**src/rtl/serial_feeder_if.sv**
```systemverilog
// Handshake/stream bundle between a word source and serial_feeder.
// master = word source (drives data_in/load), slave = serial_feeder.
interface serial_feeder_if #(
  parameter int WIDTH = 8
);
  logic [WIDTH-1:0] data_in;
  logic             load;
  logic             ready;
  logic             busy;
  logic             x_out;
  logic             done;

  modport master (output data_in, load, input  ready, busy, x_out, done);
  modport slave  (input  data_in, load, output ready, busy, x_out, done);
endinterface

```
**src/rtl/serial_feeder.sv**
```systemverilog
// Parallel-to-serial stage: shifts a WIDTH-bit word out MSB-first, then pulses done.
// Define SER_PARITY_EN to append an even-parity bit after the data bits.
module serial_feeder #(
  parameter int   WIDTH      = 8,
  parameter logic IDLE_LEVEL = 1'b1
) (
  input  logic           clock,
  input  logic           reset,
  serial_feeder_if.slave sif
);

  localparam int CW = $clog2(WIDTH + 1);

  typedef enum logic [1:0] {
    IDLE  = 2'd0,
    SHIFT = 2'd1
`ifdef SER_PARITY_EN
    ,PAR  = 2'd2
`endif
  } state_t;

  state_t           state;
  logic [WIDTH-1:0] sreg;
  logic [CW-1:0]    cnt;
  logic             x_q;
  logic             done_q;
`ifdef SER_PARITY_EN
  logic             par;
`endif

  assign sif.ready = (state == IDLE);
  assign sif.busy  = (state != IDLE);
  assign sif.x_out = x_q;
  assign sif.done  = done_q;

  // x_q always mirrors the bit currently presented, so the MSB of sreg and
  // x_q agree during SHIFT; the last data bit hands off to PAR or IDLE.
  always_ff @(posedge clock or negedge reset) begin
    if (!reset) begin
      state  <= IDLE;
      sreg   <= '0;
      cnt    <= '0;
      x_q    <= IDLE_LEVEL;
      done_q <= 1'b0;
`ifdef SER_PARITY_EN
      par    <= 1'b0;
`endif
    end else begin
      done_q <= 1'b0;
      case (state)
        IDLE: begin
          x_q <= IDLE_LEVEL;
          if (sif.load) begin
            state <= SHIFT;
            sreg  <= sif.data_in;
            x_q   <= sif.data_in[WIDTH-1];
            cnt   <= '0;
`ifdef SER_PARITY_EN
            par   <= ^sif.data_in;
`endif
          end
        end
        SHIFT: begin
          if (cnt == CW'(WIDTH - 1)) begin
`ifdef SER_PARITY_EN
            state  <= PAR;
            x_q    <= par;
`else
            state  <= IDLE;
            x_q    <= IDLE_LEVEL;
            done_q <= 1'b1;
`endif
          end else begin
            sreg <= sreg << 1;
            x_q  <= sreg[WIDTH-2];
            cnt  <= cnt + CW'(1);
          end
        end
`ifdef SER_PARITY_EN
        PAR: begin
          state  <= IDLE;
          x_q    <= IDLE_LEVEL;
          done_q <= 1'b1;
        end
`endif
        default: begin
          state <= IDLE;
          x_q   <= IDLE_LEVEL;
        end
      endcase
    end
  end

endmodule

```
**src/flat_wrapper.sv**
```systemverilog
// flat-port wrapper written by rule: the top's interface ports become plain ports
module serial_feeder_flat 
#(
  parameter int   WIDTH      = 8,
  parameter logic IDLE_LEVEL = 1'b1
)
  (clock, reset, sif_data_in, sif_load, sif_ready, sif_busy, sif_x_out, sif_done);
  serial_feeder_if #(.WIDTH(WIDTH)) sif_i ();
  input  logic clock;
  input  logic reset;
  input wire logic [$bits(sif_i.data_in)-1:0] sif_data_in;
  input wire logic [$bits(sif_i.load)-1:0] sif_load;
  output wire logic [$bits(sif_i.ready)-1:0] sif_ready;
  output wire logic [$bits(sif_i.busy)-1:0] sif_busy;
  output wire logic [$bits(sif_i.x_out)-1:0] sif_x_out;
  output wire logic [$bits(sif_i.done)-1:0] sif_done;
  assign sif_i.data_in = sif_data_in;
  assign sif_i.load = sif_load;
  assign sif_ready = sif_i.ready;
  assign sif_busy = sif_i.busy;
  assign sif_x_out = sif_i.x_out;
  assign sif_done = sif_i.done;
  serial_feeder #(.WIDTH(WIDTH), .IDLE_LEVEL(IDLE_LEVEL)) u_core (.clock(clock), .reset(reset), .sif(sif_i));
endmodule
```
**config.mk**
```make
export PLATFORM = sky130hd
export DESIGN_NAME = serial_feeder_flat
export DESIGN_NICKNAME = d
export VERILOG_FILES = /design/src/rtl/serial_feeder_if.sv /design/src/rtl/serial_feeder.sv /design/src/flat_wrapper.sv
export SDC_FILE = /design/constraint.sdc
export NUM_CORES = 1
export LEC_CHECK = 0
export CORE_MARGIN = 2
export CORE_UTILIZATION = 50
export DETAILED_ROUTE_END_ITERATION = 8
export PLACE_DENSITY = 0.79
export SYNTH_ARGS = -nofsm -noshare
export SYNTH_HDL_FRONTEND = slang
export SYNTH_SLANG_ARGS = --single-unit
```
**constraint.sdc**
```tcl
create_clock -name clock -period 3.6 [get_ports clock]
set_input_delay 1.08 -clock clock [delete_from_list [all_inputs] [get_ports clock]]
set_output_delay 1.08 -clock clock [all_outputs]
set_load 0.005 [all_outputs]
```
* After elaboration in Yosys (flattened, before gate mapping)
Index checks and enable logic that the tools add are counted.
** Operators by class
- Equal/unequal tests :: 5
- $add $sub $neg :: 1
- Multiplexer cells :: 14
- Reduce and logical (&&, ||, !) cells :: 5
** Operator list (number)
- $mux W7 :: 2
- $pmux W7 S2 :: 1
- $mux W4 :: 2
- $pmux W4 S2 :: 1
- $add A4 B1 Y4 const B :: 1
- $eq A4 B3 Y1 const B :: 1
- $mux W1 :: 4
- $mux W2 :: 2
- $ne A2 B2 Y1 const B :: 2
- $pmux W2 S2 :: 1
- $reduce_bool A2 Y1 :: 2
- $reduce_and A3 Y1 :: 1
- $eq A2 B1 Y1 const B :: 1
- $logic_not A2 Y1 :: 1
- $ne A2 B1 Y1 const B :: 1
- $pmux W1 S2 :: 1
- $reduce_and A2 Y1 :: 1
** Storage, ports and cells
- Output and inout bits :: 4
- Register bits :: 15

* Depth between registers and ports, before layout
Gate-level depths: netlist (run 1).
- Word-level depth :: 3
- Mapped depth :: 4
- Depth with buffers taken out :: 4

* Least setup slack after synthesis (run 1)
No wires, ideal clock.
- Kind :: input to register
- From :: in sif_load
- To :: reg u_core.sreg[1]
- Required time :: 3.475 ns
- Library setup time :: 0.125 ns
- Cell stages on the path :: 3
- Buffers on the path :: 0
- Arrival :: 1.662 ns
- Path slack :: 1.813 ns
- Cell sequence :: nor2_2 nor2_8 mux2_4
** Between the ends
- Word-level cells in the longest chain between the ends :: 2
** Ends and longest elaborated chain
- start, declared :: line flat_wrapper.sv:12 : input wire logic [$bits(sif_i.load)-1:0] sif_load;
- $ne A2 B2 Y1 (no line)
- $reduce_and A3 Y1 (no line)
- end signal, assigned :: line serial_feeder.sv:55 : sreg <= sif.data_in;
- end signal, assigned :: line serial_feeder.sv:74 : sreg <= sreg << 1;
- end, declared :: line serial_feeder.sv:23 : logic [WIDTH-1:0] sreg;
No other way between the ends.
A chain may end at the register's enable or synchronous reset.

* Worst setup path in the final report (run 1)
- From :: reg u_core.state[0]
- To :: out sif_ready
** Between the ends
- Word-level cells in the longest chain between the ends :: 1
** Ends and longest elaborated chain
- start, declared :: line serial_feeder.sv:22 : state_t state;
- start signal, assigned :: line serial_feeder.sv:40 : state <= IDLE;
- start signal, assigned :: line serial_feeder.sv:54 : state <= SHIFT;
- start signal, assigned :: line serial_feeder.sv:69 : state <= IDLE;
- $logic_not A2 Y1 :: line serial_feeder.sv:31 : assign sif.ready = (state == IDLE);
- end, declared :: line flat_wrapper.sv:13 : output wire logic [$bits(sif_i.ready)-1:0] sif_ready;
No other way between the ends.

==> impl_metrics.ini, run 1 <==
[route]
route.detailed.drc = 0
post_drt_wl_per_cell_um = 14.6
ant_nets = 0
vias = 463
drtPass1Iterations = 4
routed_wl_mm = 1.24
drtIter0Drc = 14
viasPerCell = 5.45

[clock_network]
hold_buffers = 0
root_buffer = clkbuf_4
clk_latency_ns = 0.27
cts.htree.levels = 1
clockBufferDepth = 2
cts_tree = yes
cts.sinks = 14
cts-resized-gates = 0
clk_pin_slew_ns = 0.08
cts_buffers = 3
cts_setup_buffers = 0

[floorplanning]
start_util_pct = 52.8
row_count = 13
die-area_mm2 = 0.00167
dieHeight_um = 40.8
core_area_mm2 = 0.00128
io_pins = 15
die_w_um = 40.8

[placed_design]
hpwl_um = 898
post-place-cells = 81
port_buffers = 14
gp_congestion = 0.727

[synth]
synth_edf_count = 0
synthDistinctLibCells = 24
yosys_most_used_dff = dfrtp_1
syn_inst = 53
synth.avg_cell_area_um2 = 12.8
ys_warn_count = 0
synthesis.area_um2 = 678
yosysSeqAreaShare_pct = 51.8
synth_async_sr_flop_share_pct = 100
syn_nets = 65
ys_seq_elements = 14

[sta]
rsz0062_at_grt = no
slew_headroom_pct = 58.6
whs_ns = 0.501
fin_crit_sh_pct = 73.8
skew_ns = 0.00247
min_period_ns = 2.66
slew_violations = 0
setup_viol_count_final = 0
tns_ns = 0
clock.fmax_ghz = 0.377
tightest_slew_ns = 0.619
hold_violations = 0

[final_layout]
final_common_cell = clkdlybuf4s50_1
diodes = 0
area_growth_pct = 26.6
seq_area_um2 = 352
fin_cells = 85
final_util_pct = 66.8
final_net_count = 83
fillers = 108
multi_input_area_um2 = 307
drive_gt1_share_pct = 22.9
layout_common_cells = clkdlybuf4s50_1 (14), dfrtp_1 (13), mux2_4 (5), inv_1 (4), mux2_2 (4)

[worst_setup_path]
reg2reg_from = u_core.cnt[0]
reg2reg_depth = 4
startpoint_type = register
cpMaxStageDelayCell = dfrtp_1
slowest_delay_ns = 0.65
crit_path_cell_trace = inv_1 -> clkdlybuf4s50_1
required_ns = 2.52
cp.arrival_ns = 1.58
crit_type = register to primary output
critPathCaptureType = primary output
reg2reg_setup_slack_ns = 2.04
critPathMaxFanout = 14
r2r_end = u_core.sreg[1]

[global_route]
gr-usage-all-layers_pct = 18.5
grt_pass1_vias = 429
grt_max_degree = 15
grt_overflow_total = 0
antenna_found_initial = 0
grt_pass1_wl_mm = 1.92

[pwr]
p_leak_uw = 0.000408
pwr_density_cell_mw_per_mm2 = 833
vdd_drop_max_uv = 402

[hold_path]
min_path_cells = 2
holdPathEnd = u_core.sif.x_out
hold_class = register to register
min_from = u_core.sreg[6]

[flow_run]
cap_violations = 0

[status]
outcome = finished clean
-- metal layers --
layer,part of all wire (%),global-route usage (%),vias to the layer above
li1,-,-,225
met1,47,24.0,221
met2,45,27.0,13
met3,5.7,5.98,4
met4,1.8,10.0,0
met5,0,0,-
-- cells by family (layout without fill, tap and decap cells) --
| group | count (synthesis) | after routing | synth area share, % |
|---|---|---|---|
| DFF | 14 | 14 | 51.8 |
| and+or+nand+nor | 13 | 13 | 13.8 |
| muxes | 12 | 12 | 22.3 |
| AOI/OAI and AO/OA | 7 | 7 | 5.90 |
| buffers and inverters | 5 | 22 | 2.95 |
| adders and majority gates | 1 | 1 | 1.84 |
| xor gates and xnor gates | 1 | 1 | 1.29 |
-- through the flow --
step / setup slack (ns) / area (um2) / power (uW)
finish: 0.945 / 858 / 715
floorplan: 1.81 / 678 / 528
global placement: 1.30 / 832 / 615
CTS: 0.921 / 858 / 721
global route: 0.843 / 858 / 772
detailed placement: 1.23 / 832 / 627
-- cell usage after synthesis, types with 2 or more instances --
library cell  count  area (um2)
dfrtp_1          13         325
mux2_4            5        75.1
inv_1             4        15.0
mux2_2            4        45.0
a21oi_1           3        15.0
nand3_1           3        15.0
mux2i_1           2        20.0
nand2_1           2        7.51
o21ai_0           2        10.0
-- worst max-delay path: cells and delay by family (launching register included) --
kind                   cells  cell delay, ns
DFF                        1            0.65
buffers and inverters      2            0.65
-- final cells by class --
type                    instances  area share [%]
repair buffers                 14            16.3
clock buffers                   4            3.06
inverters                       4            1.75
well taps                      15            2.19
flip-flops and latches         14            41.0
multi-input cells              34            35.7
-- worst max-delay path by stage --
stage	start	end	cells after the start
after CTS	u_core.state[0]	sif_ready	2
after global routing	u_core.state[0]	sif_ready	2
final	u_core.state[0]	sif_ready	2
after floorplan	sif_load	u_core.sreg[1]	3
after global placement	sif_load	u_core.sreg[4]	4
after detailed placement	u_core.state[0]	sif_ready	2
-- state kept, by name, summed over array words and instances, names as in the netlist --
name              cells
u_core.sif.done       1
u_core.sif.x_out      1
u_core.cnt            4
u_core.sreg           7
u_core.state          1
-- report_power, final --
part / switching [uW] / total [uW] / internal (uW) / leakage, uW
Sequential: 66.2 / 295 / 229 / 0.000175
Clock: 49.2 / 92.1 / 42.9 / 0.0000150
Combinational: 122 / 328 / 205 / 0.000218
Note: power is estimated with default switching activity, not from simulation.
==> run 2: changes to the inputs <==
--- a/config.mk
+++ b/config.mk
@@ -6,9 +6,9 @@
 export NUM_CORES = 1
 export LEC_CHECK = 0
 export CORE_MARGIN = 2
-export CORE_UTILIZATION = 50
+export CORE_UTILIZATION = 47
 export DETAILED_ROUTE_END_ITERATION = 8
-export PLACE_DENSITY = 0.79
+export PLACE_DENSITY = 0.75
 export SYNTH_ARGS = -nofsm -noshare
 export SYNTH_HDL_FRONTEND = slang
 export SYNTH_SLANG_ARGS = --single-unit
==> constraint.sdc (replaced) <==
create_clock -name clock -period 2.55 [get_ports clock]
set_input_delay 0.765 -clock clock [delete_from_list [all_inputs] [get_ports clock]]
set_output_delay 0.765 -clock clock [all_outputs]
set_load 0.005 [all_outputs]
==> run 2 against run 1 <==
Against the previous run: clock power rose by 47%; final cell count rose by 1.2%; clock skew barely moved; via count fell by 5.8%; sequential power rose by 31%.
==> impl_metrics.ini, run 2 (synthesized netlist as in run 1, its figures left out) <==
[placed_design]
port_buffers = 14
hpwl_um = 850
post-place-cells = 82
post_dp_cell_area_um2 = 840
gp_congestion = 0.704
place_ws_ns = 0.580

[worst_setup_path]
r2r_end = u_core.sreg[4]
slowest_delay_ns = 0.52
crit_path_cell_trace = clkdlybuf4s50_1
reg2reg_depth = 4
reg2reg_from = u_core.cnt[0]
required_ns = 1.79
cpMaxStageDelayCell = dfstp_2
startpoint_type = register
path_buf_inv = 1
critPathMaxFanout = 1
cp.arrival_ns = 1.29
reg2reg_setup_slack_ns = 1.01
crit_type = register to primary output
critPathCaptureType = primary output
path_depth = 1
cp_top_family = flip-flops

[pwr]
p_leak_uw = 0.000412
p_total_uw = 1020
clock_power_share_pct = 13.3
p_int_uw = 685
seqPwrFrac_pct = 37.6
p_comb_share_pct = 49.1
pwr_density_cell_mw_per_mm2 = 1180
vdd_drop_max_uv = 610
p_sw_share_pct = 33.0
p_sw_uw = 337

[final_layout]
reg.largest.list = u_core.sreg x7, u_core.cnt x4
fillers = 107
final_common_cell = clkdlybuf4s50_1
final_net_count = 84
diodes = 0
fin_cells = 86
regMostFlops = u_core.sreg
area_growth_pct = 27.7
drive_gt1_share_pct = 23.9
design_area_um2 = 866
largest_reg_flops = 7
layout_common_cells = clkdlybuf4s50_1 (14), dfrtp_1 (13), mux2_4 (5), inv_1 (4), mux2_2 (4)

[sta]
min_period_ns = 2.05
slew_headroom_pct = 58.6
slew_violations = 0
setup_ws_ns = 0.497
skew_ns = 0.00279
fin_crit_sh_pct = 80.5
setup_viol_count_final = 0
hold_violations = 0
tns_ns = 0
clock.fmax_ghz = 0.487
rsz0062_at_grt = no
tightest_slew_ns = 0.618

[hold_path]
holdPathEnd = u_core.sif.x_out
min_path_cells = 2
min_from = u_core.sreg[6]
hold_class = register to register

[floorplanning]
io_pins = 15
start_util_pct = 51.5
die-area_mm2 = 0.00176
row_count = 13
die_w_um = 42.0
core_area_mm2 = 0.00132
dieHeight_um = 42.0

[clock_network]
hold_buffers = 0
root_buffer = clkbuf_4
cts_buffers = 3
cts_tree = yes
cts-resized-gates = 0
clockBufferDepth = 2
cts.sinks = 14
clk_pin_slew_ns = 0.09
cts_setup_buffers = 0
clk_latency_ns = 0.28
cts.htree.levels = 1

[global_route]
grt_pass1_vias = 435
gr-usage-all-layers_pct = 16.5
gr-usage-met2_pct = 22.5
gr-usage-met1_pct = 21.3
grt_overflow_total = 0
grt_pass1_wl_mm = 2.06
globalRoute.busiestLayer = met2
grt_max_degree = 15
antenna_found_initial = 0
use_met3_pct = 6.03

[route]
drtPass1Iterations = 4
route.detailed.drc = 0
post_drt_wl_per_cell_um = 14.1
vias = 436
routed_wl_mm = 1.21
ant_nets = 0
viasPerCell = 5.07
drtIter0Drc = 11

[status]
outcome = finished clean

[flow_run]
cap_violations = 0
==> run 2: changes by cell type in the layout (fill, tap and decap cells not counted) <==
cell | before | now
buf_4 | 0 | 1
==> run 2: area by class of cell <==
cell class	count	area [um2]	share of cell area, %
Timing Repair Buffer	15	148	17.1
Multi-Input combinational cell	34	307	35.4
Clock buffer	4	26.3	3.03
Inverter	4	15.0	1.73
Sequential cell	14	352	40.6
Tap cell	15	18.8	2.17
==> run 2: worst max-delay path by stage <==
stage | start | end
6_report | u_core.sif.x_out | sif_x_out
5_1_grt | u_core.sif.x_out | sif_x_out
4_1_cts | u_core.sif.x_out | sif_x_out
3_5_place_dp | sif_load | u_core.sreg[4]
3_3_place_gp | sif_load | u_core.sreg[4]
2_1_floorplan | sif_load | u_core.sreg[1]
==> run 2: worst register-to-register path: cells and delay by family (launching register included) <==
kind / cells / cell delay [ns]
adder cells (fa/ha/maj): 1 / 0.26
flip-flops: 1 / 0.41
multiplexers: 1 / 0.32
AND/OR/NAND/NOR: 2 / 0.44
==> run 2: per-layer routing <==
layer	share of wire, %	vias to the layer above
met2	45	6
met4	0.99	0
li1	-	222
met5	0	-
met1	50	206
met3	3.6	2
==> run 2: power groups by stage <==
stage | logic (uW) | registers, uW | clock network [uW]
3_3_place_gp | 500 | 387 | 0
2_1_floorplan | 364 | 381 | 0
5_1_grt | 549 | 397 | 155
4_1_cts | 509 | 384 | 139
3_5_place_dp | 504 | 390 | 0
6_report | 502 | 385 | 135
==> run 2: stage by stage <==
stage | hold WS (ns) | utilization [%]
2_1_floorplan | 0.454 | -
3_3_place_gp | 0.471 | 63.7
3_5_place_dp | 0.484 | 63.7
4_1_cts | 0.491 | 65.7
5_1_grt | 0.517 | 65.7
6_report | 0.489 | 65.7
